`config.mk`:
```
export PLATFORM = sky130hd
export DESIGN_NAME = gpio_irq
export DESIGN_NICKNAME = d
export VERILOG_FILES = /design/src/rtl/gpio_irq_pkg.sv /design/src/rtl/gpio_irq_debounce.sv /design/src/rtl/gpio_irq.sv
export SDC_FILE = /design/constraint.sdc
export NUM_CORES = 1
export LEC_CHECK = 0
export CORE_ASPECT_RATIO = 1.75
export CORE_MARGIN = 1
export CORE_UTILIZATION = 32
export DETAILED_ROUTE_END_ITERATION = 10
export GPL_TIMING_DRIVEN = 0
export HOLD_SLACK_MARGIN = 0.08
export PLACE_DENSITY = 0.63
export SLEW_MARGIN = 30
export SYNTH_ARGS = -nofsm -noshare
export SYNTH_HDL_FRONTEND = slang
export SYNTH_HIERARCHICAL = 1
export SYNTH_SLANG_ARGS = --single-unit
```
`constraint.sdc`:
```
create_clock -name clk -period 1.49 [get_ports clk]
set_input_delay 0.298 -clock clk [delete_from_list [all_inputs] [get_ports clk]]
set_output_delay 0.298 -clock clk [all_outputs]
set_load 0.01 [all_outputs]
```
`src/rtl/gpio_irq_pkg.sv`:
```
// gpio_irq shared definitions.
// Register offsets and default parameter values.
package gpio_irq_pkg;

    localparam logic [2:0] REG_DATA  = 3'd0;
    localparam logic [2:0] REG_OE    = 3'd1;
    localparam logic [2:0] REG_SET   = 3'd2;
    localparam logic [2:0] REG_CLR   = 3'd3;
    localparam logic [2:0] REG_IEN   = 3'd4;
    localparam logic [2:0] REG_IPOL  = 3'd5;
    localparam logic [2:0] REG_ISTAT = 3'd6;
    localparam logic [2:0] REG_RSVD  = 3'd7;

    localparam int DEF_WIDTH           = 8;
    localparam int DEF_SYNC_STAGES     = 2;
    localparam int DEF_DEBOUNCE_CYCLES = 25000;

endpackage

```
`src/rtl/gpio_irq_debounce.sv`:
```
// gpio_debounce: single-bit stability filter.
// Output follows input after DEBOUNCE_CYCLES consecutive differing cycles.
import gpio_irq_pkg::*;

module gpio_debounce #(
    parameter int DEBOUNCE_CYCLES = DEF_DEBOUNCE_CYCLES
) (
    input  logic clk,
    input  logic rst,
    input  logic d,
    output logic q
);

    localparam int CW = (DEBOUNCE_CYCLES < 1) ? 1 : $clog2(DEBOUNCE_CYCLES + 1);
    localparam logic [CW-1:0] LAST = CW'(DEBOUNCE_CYCLES - 1);

    logic          filt_q, filt_d;
    logic [CW-1:0] cnt_q, cnt_d;

    // Count consecutive disagreeing cycles; any agreement restarts the count.
    always_comb begin
        filt_d = filt_q;
        cnt_d  = '0;
        if (d != filt_q) begin
            if (cnt_q == LAST) begin
                filt_d = d;
            end else begin
                cnt_d = cnt_q + 1'b1;
            end
        end
    end

    // Filter state registers.
    always_ff @(posedge clk or negedge rst) begin
        if (!rst) begin
            filt_q <= 1'b0;
            cnt_q  <= '0;
        end else begin
            filt_q <= filt_d;
            cnt_q  <= cnt_d;
        end
    end

    assign q = filt_q;

endmodule

```
`src/rtl/gpio_irq.sv`:
```
// gpio_irq: GPIO block with synchronized inputs and edge interrupts.
// Optional per-pin debounce enabled by defining GPIO_IRQ_DEBOUNCE_EN.
import gpio_irq_pkg::*;

module gpio_irq #(
    parameter int WIDTH           = DEF_WIDTH,
    parameter int SYNC_STAGES     = DEF_SYNC_STAGES,
    parameter int DEBOUNCE_CYCLES = DEF_DEBOUNCE_CYCLES
) (
    input  logic             clk,
    input  logic             rst,
    input  logic             sel,
    input  logic             wr,
    input  logic             rd,
    input  logic [2:0]       regadr,
    input  logic [31:0]      wdata,
    output logic [31:0]      rdata,
    output logic [WIDTH-1:0] gp_out,
    output logic [WIDTH-1:0] gp_oe,
    input  logic [WIDTH-1:0] gp_in,
    output logic             irq
);

    logic [SYNC_STAGES-1:0][WIDTH-1:0] sync_q, sync_d;
    logic [WIDTH-1:0] sync_out;
    logic [WIDTH-1:0] filt;
    logic [WIDTH-1:0] prev_q;
    logic [WIDTH-1:0] out_q, out_d;
    logic [WIDTH-1:0] oe_q, oe_d;
    logic [WIDTH-1:0] ien_q, ien_d;
    logic [WIDTH-1:0] ipol_q, ipol_d;
    logic [WIDTH-1:0] istat_q, istat_d;
    logic [WIDTH-1:0] evt;
    logic [WIDTH-1:0] wd;
    logic             irq_q, irq_d;
    logic             we;

    // rd has no side effects; upper wdata bits are ignored when WIDTH < 32.
    logic unused_ok;
    assign unused_ok = ^{rd, wdata};

    assign we = sel & wr;
    assign wd = wdata[WIDTH-1:0];

    // Shift raw pins into the synchronizer chain.
    always_comb begin
        sync_d = {sync_q[SYNC_STAGES-2:0], gp_in};
    end

    assign sync_out = sync_q[SYNC_STAGES-1];

`ifdef GPIO_IRQ_DEBOUNCE_EN
    for (genvar i = 0; i < WIDTH; i++) begin : g_db
        gpio_debounce #(
            .DEBOUNCE_CYCLES(DEBOUNCE_CYCLES)
        ) u_db (
            .clk(clk),
            .rst(rst),
            .d  (sync_out[i]),
            .q  (filt[i])
        );
    end
`else
    assign filt = sync_out;
`endif

    // Edge detect against the previous filtered value.
    always_comb begin
        evt = ien_q & ((ipol_q & filt & ~prev_q) | (~ipol_q & ~filt & prev_q));
    end

    // Register writes; a new event wins over a same-cycle W1C.
    always_comb begin
        out_d   = out_q;
        oe_d    = oe_q;
        ien_d   = ien_q;
        ipol_d  = ipol_q;
        istat_d = istat_q;
        if (we) begin
            case (regadr)
                REG_DATA:  out_d   = wd;
                REG_OE:    oe_d    = wd;
                REG_SET:   out_d   = out_q | wd;
                REG_CLR:   out_d   = out_q & ~wd;
                REG_IEN:   ien_d   = wd;
                REG_IPOL:  ipol_d  = wd;
                REG_ISTAT: istat_d = istat_q & ~wd;
                default:   ;
            endcase
        end
        istat_d = istat_d | evt;
        irq_d   = |(istat_q & ien_q);
    end

    // State registers.
    always_ff @(posedge clk or negedge rst) begin
        if (!rst) begin
            sync_q  <= '0;
            prev_q  <= '0;
            out_q   <= '0;
            oe_q    <= '0;
            ien_q   <= '0;
            ipol_q  <= '0;
            istat_q <= '0;
            irq_q   <= 1'b0;
        end else begin
            sync_q  <= sync_d;
            prev_q  <= filt;
            out_q   <= out_d;
            oe_q    <= oe_d;
            ien_q   <= ien_d;
            ipol_q  <= ipol_d;
            istat_q <= istat_d;
            irq_q   <= irq_d;
        end
    end

    // Combinational read mux, zero when not selected.
    always_comb begin
        rdata = '0;
        if (sel) begin
            case (regadr)
                REG_DATA:  rdata[WIDTH-1:0] = filt;
                REG_OE:    rdata[WIDTH-1:0] = oe_q;
                REG_IEN:   rdata[WIDTH-1:0] = ien_q;
                REG_IPOL:  rdata[WIDTH-1:0] = ipol_q;
                REG_ISTAT: rdata[WIDTH-1:0] = istat_q;
                default:   rdata = '0;
            endcase
        end
    end

    assign gp_out = out_q;
    assign gp_oe  = oe_q;
    assign irq    = irq_q;

endmodule

```
==> results of run 1 <==
## what timing repair did
action / 4_1_cts / 5_1_grt
buffers inserted: 31 / 3
resized for setup: 93 / 18
hold buffers: 1 / 0
hold endpoints to repair: 28 / 0
pin swaps: 8 / 4
endpoints found under the setup margin: 64 / 25
gates cloned: 0 / 0
## power by group through the flow
stage	registers (W)	logic (W)	clock network (W)
3_5_place_dp	0.00235	0.00108	0
2_1_floorplan	0.00233	0.000589	0
5_1_grt	0.00236	0.00135	0.00200
3_3_place_gp	0.00233	0.00106	0
4_1_cts	0.00230	0.00120	0.00192
6_report	0.00231	0.00125	0.00189
## worst register-to-register path, stage by stage, from the launching register on
cell and delay, ns:
dfrtp_1 0.41, a22oi_1 0.32, nand4_1 0.15
## cell type report
type	count	area (sq um)
flip-flops and latches	65	1627
well taps	120	150.1
repair buffers	83	726.9
clock buffers	14	264.0
plain buffers	33	289.0
fillers	862	4730
inverters	1	3.754
multi-input cells	155	1304
## state kept, by name, indices dropped and copies added, names as in the netlist
signal	flops
filt	8
gp_oe	8
gp_out	8
ien_q	8
ipol_q	8
irq	1
istat_q	8
prev_q	8
sync_d	8
## per-layer routing
metal  global-route usage [%]  share of wire (%)
met5                        0                  0
met3                    3.475                6.3
met2                    26.87                 49
met4                    11.32                4.0
met1                    19.65                 41
## worst paths after layout
path / startpoint / endpoint / cells after the start / slack [ns]
max: regadr[2] / rdata[2] / 7 / -0.12
min: sync_d[14] / filt[6] / 0 / 0.35
max reg2reg: ien_q[2] / irq / 2 / 0.46
min reg2reg: sync_d[14] / filt[6] / 0 / 0.35
max in group asynchronous: rst / ipol_q[2] / 3 / 0.52
min in group asynchronous: rst / gp_oe[1] / 2 / 0.44
## Yosys cell counts, types with 2 or more instances
master	n	area share, %
a22oi_1	12	3.0
buf_4	27	6.8
mux2_4	16	8.0
a22o_1	16	4.7
buf_6	3	1.1
nand2_1	8	1.0
mux2_2	6	2.3
clkbuf_1	2	0.25
and3b_1	2	0.59
o211ai_1	8	2.0
dfrtp_1	65	54
nor2b_1	3	0.63
a2bb2oi_1	8	2.3
mux2_1	2	0.75
a21oi_1	8	1.3
nand2b_1	9	1.9
o22ai_1	8	1.7
mux2i_1	8	2.7
buf_2	2	0.33
nand3_1	8	1.3
## logic make-up after synthesis
kind of cell / after synthesis
DFF: 65
AOI/OAI and AO/OA: 61
and+or+nand+nor: 38
buffers and inverters: 35
muxes: 32
other: 1
## per-stage QoR
stage / area, sq um / util (%) / worst slack [ns]
3_5_place_dp: 3715 / 40.85 / -1.356
5_1_grt: 4364 / 47.99 / -0.1731
2_1_floorplan: 3077 / - / 0.07681
6_report: 4364 / 47.99 / -0.1222
4_1_cts: 4264 / 46.89 / -0.1335
3_3_place_gp: 3697 / 40.66 / -2.032
==> results_tabular.tex, run 1 <==
\begin{tabular}{lr}
\hline
Metric & Value \\
\hline
\multicolumn{2}{l}{\textbf{CTS}} \\
Clock root buffer master & clkbuf\_16 \\
CTS clock-pin slew for the worst setup and hold paths & approximately 0.050 ns \\
H-tree lvl count & 3 \\
TritonCTS clock tree & yes \\
CTS Buf Count & 9 \\
Clock tree buffer depth & 2 \\
Total clock sinks & 65 \\
Later-pin clock latency in the skew report & roughly 0.33 ns \\
\multicolumn{2}{l}{\textbf{Power and ir drop}} \\
Share of power burned in combinational logic & $\sim$23\% \\
P\_leak & 2.045 nW \\
Share of total power consumed by net switching & between 20\% and 30\% \\
Register share of total power & roughly 42\% \\
Power per Cell Area & roughly 1300 mW/mm\^{}2 \\
Clock Power Share & between 30\% and 40\% \\
Switching power total & 0.001441 W \\
Internal power contribution & about 0.004 W \\
Total Power Consumption & approximately 0.0055 W \\
Max rail drop VDD & between 600 and 700 uV \\
\multicolumn{2}{l}{\textbf{Global route}} \\
Initial antenna violation count & 0 \\
Pin count of the biggest net entering global routing & 38 \\
Global-route wire length before repair & 11.59 mm \\
Gr usage total & between 10\% and 20\% \\
Number of global-route vias before repair & approximately 2,300 \\
Aggregate global routing overflow & 0 \\
\multicolumn{2}{l}{\textbf{Run status}} \\
Failing checks & setup timing \\
Result of the run & finished with violations \\
\multicolumn{2}{l}{\textbf{Finish}} \\
Most common cell after layout, fill and taps aside & dfrtp\_1 \\
Commonest non-fill, non-tap cells in the layout & dfrtp\_1 (65), buf\_4 (55), conb\_1 (24) \\
Non-filler instance count after layout & approximately 470 \\
Antenna fix cells & 0 \\
Total number of nets in the final design & 396 \\
Layout cells sized above 1 & 39.03\% \\
Syn-to-layout area delta & 45.94\% \\
\multicolumn{2}{l}{\textbf{Routing}} \\
Remaining routing DRC violations & 0 \\
Total number of vias & roughly 2,200 \\
Vias per inst & 4.741 \\
Routed wire length per instance & about 16 um \\
Detail Route Antenna Nets & 0 \\
Starting DRT DRC Count & 120 \\
Number of detailed-routing iterations run before antenna repair & 4 \\
Wirelength, routed & roughly 7.6 mm \\
\multicolumn{2}{l}{\textbf{Synth}} \\
Ys Warns & 6 \\
Share of synthesized registers carrying an async set or reset & 100.0\% \\
Portion of the post-synthesis area used by sequential elements & a little over half \\
Most instantiated flip-flop cell in the synthesis netlist & dfrtp\_1 \\
Number of synthesized register bits & 65 \\
Compound-cell area share of the yosys netlist & between 10\% and 20\% \\
Netlist Area Pre-Place & about 0.003 sq mm \\
Post-synthesis cell type count & 31 \\
Synthesized-area fraction occupied by xor and xnor cells & 0\% \\
Post-Synth Simple-Gate Area & between 7 and 8\% \\
Number of enable flip-flop cells after synthesis & 0 \\
Share of synthesized cell area in full adder, half adder and majority cells & 0\% \\
Largest family of logic cells by synthesized area & compound AO/OA/AOI/OAI gates \\
Multiplexer share of the synthesized area & $\sim$14\% \\
Mean instance size in the synthesized netlist & between 10 and 15 sq um \\
Gate Count Post-Synth & around 230 \\
\multicolumn{2}{l}{\textbf{Placement}} \\
Number of port buffers & 47 \\
RePlAce Congestion & 0.8241 \\
Post-Place Cells & between 400 and 500 \\
Placed wire-length estimate & between 4 and 5 mm \\
\multicolumn{2}{l}{\textbf{STA}} \\
Worst-case clock skew & between 0.003 and 0.004 ns \\
Unrepaired setup endpoints after global routing & yes \\
Total negative setup slack & -0.7203 ns \\
Highest Clock Rate & roughly 620 MHz \\
Final-report max-slew violation count & 0 \\
Worst hold slack & 0.3479 ns \\
Share of the cycle needed by the critical path after routing & 108.2\% \\
Setup-violating endpoint count in the final report & 8 \\
Crit path setup slack, layout & -0.1222 ns \\
Final min period & between 1.5 and 2 ns \\
Final count of hold timing violations & 0 \\
\multicolumn{2}{l}{\textbf{Worst setup path}} \\
Worst endpoint data arrival time & about 1.3 ns \\
Slowest Stage Delay on Critical Path & approximately 0.23 ns \\
Most numerous cell on the critical path & buf\_6 \\
Critical path class & in2out \\
Data required time at the worst endpoint & approximately 1.2 ns \\
Critical path endpoint category & output pin \\
Startpoint type of the worst setup path & input pin \\
Critical path fanouts, max & 5 \\
Slowest cell on the critical path & nor3b\_4 \\
Worst Path Buf+Inv & 4 \\
Family with the most delay on the worst path & buffers and inverters \\
Crit-path cells & buf\_8, buf\_6, nor3b\_4, buf\_6, a22oi\_1, a21oi\_2, buf\_2 \\
\multicolumn{2}{l}{\textbf{Floorplanning}} \\
Count of boundary I/O pins & 97 \\
Core region area & about 0.009 sq mm \\
Die Ht & 129.9 um \\
Starting utilization of the core area & between 30 and 40\% \\
Area of the die & approximately 0.01 sq mm \\
Die Span X & roughly 75 um \\
Placement Rows & 46 \\
\multicolumn{2}{l}{\textbf{Run}} \\
Number of violations of the max-capacitance limit & 0 \\
\multicolumn{2}{l}{\textbf{Hold path}} \\
Worst hold path type & reg2reg \\
\hline
\end{tabular}
(Power assumes the default switching activity.)
==> run 2: changes to the inputs <==
--- a/config.mk
+++ b/config.mk
@@ -6,13 +6,11 @@
 export NUM_CORES = 1
 export LEC_CHECK = 0
 export CORE_ASPECT_RATIO = 1.75
-export CORE_MARGIN = 1
 export CORE_UTILIZATION = 32
 export DETAILED_ROUTE_END_ITERATION = 10
 export GPL_TIMING_DRIVEN = 0
 export HOLD_SLACK_MARGIN = 0.08
 export PLACE_DENSITY = 0.63
-export SLEW_MARGIN = 30
 export SYNTH_ARGS = -nofsm -noshare
 export SYNTH_HDL_FRONTEND = slang
 export SYNTH_HIERARCHICAL = 1
==> results_tabular.tex, run 2 (synthesis gave the netlist of run 1 again) <==
\begin{tabular}{lr}
\hline
Metric & Value \\
\hline
\multicolumn{2}{l}{\textbf{Run status}} \\
Result of the run & finished with violations (unchanged) \\
Failing checks & setup timing (unchanged) \\
\multicolumn{2}{l}{\textbf{Finish}} \\
Layout cells sized above 1 & 39.72\% (was 39.03\%) \\
Total number of nets in the final design & 398 (was 396) \\
Fill cells & 846 (was 862) \\
Syn-to-layout area delta & 46.86\% (was 45.94\%) \\
Register area & 0.001627 sq mm (unchanged) \\
Commonest non-fill, non-tap cells in the layout & dfrtp\_1 (65), buf\_4 (57), conb\_1 (24) (was dfrtp\_1 (65), buf\_4 (55), conb\_1 (24)) \\
Antenna fix cells & 0 (unchanged) \\
Area of combinational cells with multiple inputs & 0.001296 sq mm (was 0.001304 sq mm) \\
Most common cell after layout, fill and taps aside & dfrtp\_1 (unchanged) \\
Design Area, Final & 0.004392 sq mm (was 0.004364 sq mm) \\
\multicolumn{2}{l}{\textbf{Worst setup path}} \\
Reg-to-reg slack, setup & 0.37 ns (was 0.46 ns) \\
Startpoint type of the worst setup path & flop (was input pin) \\
Family with the most delay on the worst path & flip-flops (was buffers and inverters) \\
Slowest Stage Delay on Critical Path & 0.40 ns (was 0.23 ns) \\
Critical path class & reg2out (was in2out) \\
Data required time at the worst endpoint & 1.19 ns (about the same) \\
Crit-path cells & mux2i\_1, a2bb2oi\_2, a21oi\_2, buf\_2 (was buf\_8, buf\_6, nor3b\_4, buf\_6, a22oi\_1, a21oi\_2, buf\_2) \\
Worst Path Buf+Inv & 1 (was 4) \\
Critical path fanouts, max & 3 (was 5) \\
Critical path endpoint category & output pin (unchanged) \\
Worst endpoint data arrival time & 1.32 ns (was 1.31 ns) \\
Slowest cell on the critical path & dfrtp\_1 (was nor3b\_4) \\
\multicolumn{2}{l}{\textbf{Power and ir drop}} \\
Max rail drop VDD & 540.2 uV (was 670.5 uV) \\
P\_leak & 2.085 nW (was 2.045 nW) \\
Power per Cell Area & 1275 mW/mm\^{}2 (was 1250 mW/mm\^{}2) \\
\multicolumn{2}{l}{\textbf{STA}} \\
Max-slew headroom & 45.36\% \\
Share of the cycle needed by the critical path after routing & 108.8\% (was 108.2\%) \\
Worst hold slack & 0.06111 ns (was 0.3479 ns) \\
Total negative setup slack & -0.7434 ns (was -0.7203 ns) \\
Final min period & 1.621 ns (was 1.612 ns) \\
Tightest Pin Transition & $\sim$0.8 ns \\
Unrepaired setup endpoints after global routing & yes (unchanged) \\
Setup-violating endpoint count in the final report & 8 (unchanged) \\
Crit path setup slack, layout & -0.1314 ns (was -0.1222 ns) \\
Final-report max-slew violation count & 0 (unchanged) \\
Highest Clock Rate & 616.7 MHz (was 620.3 MHz) \\
Worst-case clock skew & 0.002952 ns (was 0.003952 ns) \\
Final count of hold timing violations & 0 (unchanged) \\
\multicolumn{2}{l}{\textbf{Floorplanning}} \\
Count of boundary I/O pins & 97 (unchanged) \\
Die Ht & 129.9 um (unchanged) \\
Starting utilization of the core area & 32.88\% (unchanged) \\
Area of the die & 0.009751 sq mm (unchanged) \\
Die Span X & 75.08 um (unchanged) \\
Placement Rows & 46 (unchanged) \\
Core region area & 0.009094 sq mm (unchanged) \\
\multicolumn{2}{l}{\textbf{Placement}} \\
Number of port buffers & 47 (unchanged) \\
Area post-placement & 0.003695 sq mm (was 0.003715 sq mm) \\
Placed wire-length estimate & 4.815 mm (was 4.889 mm) \\
RePlAce Congestion & 0.8241 (unchanged) \\
\multicolumn{2}{l}{\textbf{Run}} \\
Number of violations of the max-capacitance limit & 0 (unchanged) \\
\multicolumn{2}{l}{\textbf{Global route}} \\
Number of global-route vias before repair & 2,279 (was 2,254) \\
Initial antenna violation count & 0 (unchanged) \\
Pin count of the biggest net entering global routing & 66 (was 38) \\
Global-route wire length before repair & 12.01 mm (was 11.59 mm) \\
Gr usage total & 17.09\% (was 16.72\%) \\
Aggregate global routing overflow & 0 (unchanged) \\
\multicolumn{2}{l}{\textbf{CTS}} \\
CTS clock-pin slew for the worst setup and hold paths & 0.05 ns (about the same) \\
Clock root buffer master & clkbuf\_16 (unchanged) \\
CTS Buf Count & 9 (unchanged) \\
Total clock sinks & 65 (unchanged) \\
H-tree lvl count & 3 (unchanged) \\
TritonCTS clock tree & yes (unchanged) \\
Later-pin clock latency in the skew report & 0.33 ns (about the same) \\
Quantity of hold-fixing buffers added after cts & 0 (was 1) \\
Clock tree buffer depth & 2 (unchanged) \\
\multicolumn{2}{l}{\textbf{Routing}} \\
Number of detailed-routing iterations run before antenna repair & 4 (unchanged) \\
Starting DRT DRC Count & 149 (was 120) \\
Vias per inst & 4.842 (was 4.741) \\
Detail Route Antenna Nets & 0 (unchanged) \\
Routed wire length per instance & 16.20 um (was 16.12 um) \\
Total number of vias & 2,300 (was 2,233) \\
Wirelength, routed & 7.693 mm (was 7.593 mm) \\
Remaining routing DRC violations & 0 (unchanged) \\
\multicolumn{2}{l}{\textbf{Hold path}} \\
Worst hold path type & in2async (was reg2reg) \\
\hline
\end{tabular}
run 2: changes by cell type in the layout (fill, tap and decap cells not counted), sizes merged:
cell,delta
dlygate4sd3,-1
buf,+3
clkinv,+2
run 2: path summary, 6_finish.rpt:
check                           start          to  cells after the start
max reg2reg                 ipol_q[7]  istat_q[7]                      5
min                               rst  sync_d[11]                      1
min in group clk           sync_d[14]     filt[6]                      0
min reg2reg                sync_d[14]     filt[6]                      0
max in group asynchronous         rst     filt[2]                      1
max                          gp_oe[2]    rdata[2]                      4
run 2: per-layer routing:
metal / vias up / wire, um / global-route usage (%)
met4: 0 / 302 / 10.10
met1: 1124 / 3084 / 20.77
met2: 103 / 3853 / 27.45
met5: - / 0 / 0
met3: 24 / 452 / 3.552
li1: 1049 / - / -
run 2: layout make-up:
type	instances	share of cell area (%)
well taps	120	3.419
clock inverters	2	0.2279
clock buffers	14	6.467
repair buffers	85	16.75
multi-input cells	155	29.52
flip-flops and latches	65	37.04
inverters	1	0.08547
plain buffers	33	6.496
run 2: repair_timing:
action                                  4_1_cts  5_1_grt
pin swaps                                     5        7
endpoints found under the setup margin       64       23
setup buffers                                29        9
gates resized for setup                      94       16
run 2: report_power, final:
group	switching, W	internal [W]	leakage (nW)	total [W]
Clock	0.000728	0.00130	0.149	0.00203
Sequential	0.000238	0.00207	0.763	0.00231
Combinational	0.000510	0.000753	1.17	0.00126
Total	0.00148	0.00412	2.09	0.00560
run 2: per-stage QoR:
step / setup slack [ns] / std cells / utilization, % / power [W]
3_3_place_gp: -2.032 / 422 / 40.66 / 0.003390
6_report: -0.1314 / 475 / 48.29 / 0.005599
2_1_floorplan: 0.07681 / 255 / - / 0.002920
4_1_cts: -0.1401 / 466 / 46.75 / 0.005519
5_1_grt: -0.1815 / 475 / 48.29 / 0.005845
3_5_place_dp: -1.352 / 422 / 40.63 / 0.003421
==> run 3: changes to the inputs <==
==> constraint.sdc (replaced) <==
create_clock -name clk -period 1.5 [get_ports clk]
set_input_delay 0.3 -clock clk [delete_from_list [all_inputs] [get_ports clk]]
set_output_delay 0.3 -clock clk [all_outputs]
set_load 0.01 [all_outputs]
==> results_tabular.tex, run 3 (synthesis gave the netlist of run 1 again) <==
\begin{tabular}{lr}
\hline
Metric & Value \\
\hline
\multicolumn{2}{l}{\textbf{Run status}} \\
Result of the run & finished with violations (unchanged) \\
Failing checks & setup timing (unchanged) \\
\multicolumn{2}{l}{\textbf{Finish}} \\
Antenna fix cells & 0 (unchanged) \\
Syn-to-layout area delta & 47.24\% (was 46.86\%) \\
Register area & 0.001627 sq mm (unchanged) \\
Fill cells & 846 (unchanged) \\
Area of combinational cells with multiple inputs & 0.001306 sq mm (was 0.001296 sq mm) \\
Total number of nets in the final design & 398 (unchanged) \\
Commonest non-fill, non-tap cells in the layout & dfrtp\_1 (65), buf\_4 (57), conb\_1 (24) (unchanged) \\
Layout cells sized above 1 & 40.28\% (was 39.72\%) \\
Most common cell after layout, fill and taps aside & dfrtp\_1 (unchanged) \\
\multicolumn{2}{l}{\textbf{Floorplanning}} \\
Placement Rows & 46 (unchanged) \\
Starting utilization of the core area & 32.88\% (unchanged) \\
Core region area & 0.009094 sq mm (unchanged) \\
Count of boundary I/O pins & 97 (unchanged) \\
Area of the die & 0.009751 sq mm (unchanged) \\
Die Ht & 129.9 um (unchanged) \\
Die Span X & 75.08 um (unchanged) \\
\multicolumn{2}{l}{\textbf{Routing}} \\
Routed wire length per instance & 16.37 um (was 16.20 um) \\
Total number of vias & 2,268 (was 2,300) \\
Remaining routing DRC violations & 0 (unchanged) \\
Detail Route Antenna Nets & 0 (unchanged) \\
Vias per inst & 4.775 (was 4.842) \\
Wirelength, routed & 7.774 mm (was 7.693 mm) \\
Starting DRT DRC Count & 150 (was 149) \\
Number of detailed-routing iterations run before antenna repair & 4 (unchanged) \\
\multicolumn{2}{l}{\textbf{Global route}} \\
Pin count of the biggest net entering global routing & 66 (unchanged) \\
Aggregate global routing overflow & 0 (unchanged) \\
Initial antenna violation count & 0 (unchanged) \\
Number of global-route vias before repair & 2,282 (was 2,279) \\
Global-route wire length before repair & 12.01 mm (about the same) \\
Gr usage total & 17.11\% (was 17.09\%) \\
\multicolumn{2}{l}{\textbf{STA}} \\
Total negative setup slack & -0.6600 ns (was -0.7434 ns) \\
Unrepaired setup endpoints after global routing & yes (unchanged) \\
Setup-violating endpoint count in the final report & 8 (unchanged) \\
Final min period & between 1.5 and 2 ns \\
Crit path setup slack, layout & -0.1157 ns (was -0.1314 ns) \\
Final-report max-slew violation count & 0 (unchanged) \\
Worst-case clock skew & 0.004959 ns (was 0.002952 ns) \\
Worst hold slack & 0.06674 ns (was 0.06111 ns) \\
Final count of hold timing violations & 0 (unchanged) \\
Highest Clock Rate & roughly 620 MHz \\
Tightest Pin Transition & 0.8245 ns (was 0.8196 ns) \\
Share of the cycle needed by the critical path after routing & 107.7\% \\
Max-slew headroom & 45.03\% (was 45.36\%) \\
\multicolumn{2}{l}{\textbf{Worst setup path}} \\
Data required time at the worst endpoint & 1.20 ns (was 1.19 ns) \\
Critical path endpoint category & output pin (unchanged) \\
Worst endpoint data arrival time & 1.32 ns (about the same) \\
Startpoint type of the worst setup path & flop (unchanged) \\
Depth of the most critical reg-to-reg path & 5 (unchanged) \\
Critical path fanouts, max & 2 (was 3) \\
Critical path class & reg2out (unchanged) \\
\multicolumn{2}{l}{\textbf{Power and ir drop}} \\
Max rail drop VDD & 526.1 uV (was 540.2 uV) \\
Power per Cell Area & 1265 mW/mm\^{}2 (was 1275 mW/mm\^{}2) \\
P\_leak & 2.087 nW (was 2.085 nW) \\
\multicolumn{2}{l}{\textbf{CTS}} \\
CTS clock-pin slew for the worst setup and hold paths & 0.05 ns (about the same) \\
Clock tree buffer depth & 2 (unchanged) \\
TritonCTS clock tree & yes (unchanged) \\
Clock root buffer master & clkbuf\_16 (unchanged) \\
Total clock sinks & 65 (unchanged) \\
CTS Buf Count & 9 (unchanged) \\
H-tree lvl count & 3 (unchanged) \\
Later-pin clock latency in the skew report & 0.33 ns (about the same) \\
\multicolumn{2}{l}{\textbf{Hold path}} \\
Worst hold path type & in2async (unchanged) \\
\multicolumn{2}{l}{\textbf{Placement}} \\
RePlAce Congestion & 0.8241 (unchanged) \\
Number of port buffers & 47 (unchanged) \\
Placed wire-length estimate & 4.815 mm (unchanged) \\
\multicolumn{2}{l}{\textbf{Run}} \\
Number of violations of the max-capacitance limit & 0 (unchanged) \\
\hline
\end{tabular}
[run 3: path summary, 6_finish.rpt]
check	from	endpoint	slack, ns
setup reg to reg	ipol_q[7]	istat_q[7]	0.37
hold reg to reg	sync_d[14]	filt[6]	0.35
max in group asynchronous	rst	filt[2]	0.88
hold / removal	rst	sync_d[11]	0.07
setup / recovery	ipol_q[4]	rdata[4]	-0.12
min in group clk	sync_d[14]	filt[6]	0.35
[run 3: cell type report]
| cell class | count | area share [%] |
|---|---|---|
| buffer | 33 | 6.564 |
| clock buffer | 14 | 6.451 |
| sequential | 65 | 36.94 |
| timing repair buffer | 85 | 16.65 |
| inverter | 1 | 0.08525 |
| multi-input combinational | 155 | 29.67 |
| tap | 120 | 3.410 |
| clock inverter | 2 | 0.2273 |
[run 3: power breakdown]
| group | leakage (nW) | switching, W | internal (W) |
|---|---|---|---|
| clock network | 0.149 | 0.000715 | 0.00129 |
| logic | 1.18 | 0.000513 | 0.000755 |
| registers | 0.763 | 0.000239 | 0.00205 |
| total | 2.09 | 0.00147 | 0.00410 |
[run 3: worst max-delay path: stages (launching register included)]
cell and delay, ns:
dfrtp_1 0.38, mux2i_1 0.22, a2bb2oi_2 0.18, a21oi_2 0.08, buf_2 0.14
[run 3: through the flow]
step	utilization (%)	instance area [sq um]	power [W]	cells	setup WS [ns]
2_1_floorplan	-	3077	0.002900	255	0.08281
3_3_place_gp	40.66	3697	0.003368	422	-2.024
3_5_place_dp	40.63	3695	0.003398	422	-1.346
4_1_cts	46.71	4248	0.005474	465	-0.1321
5_1_grt	48.42	4403	0.005819	475	-0.1786
6_report	48.42	4403	0.005570	475	-0.1157
[run 3: repair_timing]
item	in CTS	in global routing
endpoints found under the setup margin	64	16
buffers inserted	28	10
gates resized for setup	95	17
hold endpoints to repair	0	0
pin swaps	6	8
hold buffers	0	0
[run 3: routing by layer]
layer | share of wire [%] | global-route usage, %
met5 | 0 | 0
met3 | 5.2 | 4.479
met1 | 41 | 20.52
met2 | 50 | 26.92
met4 | 3.9 | 10.54
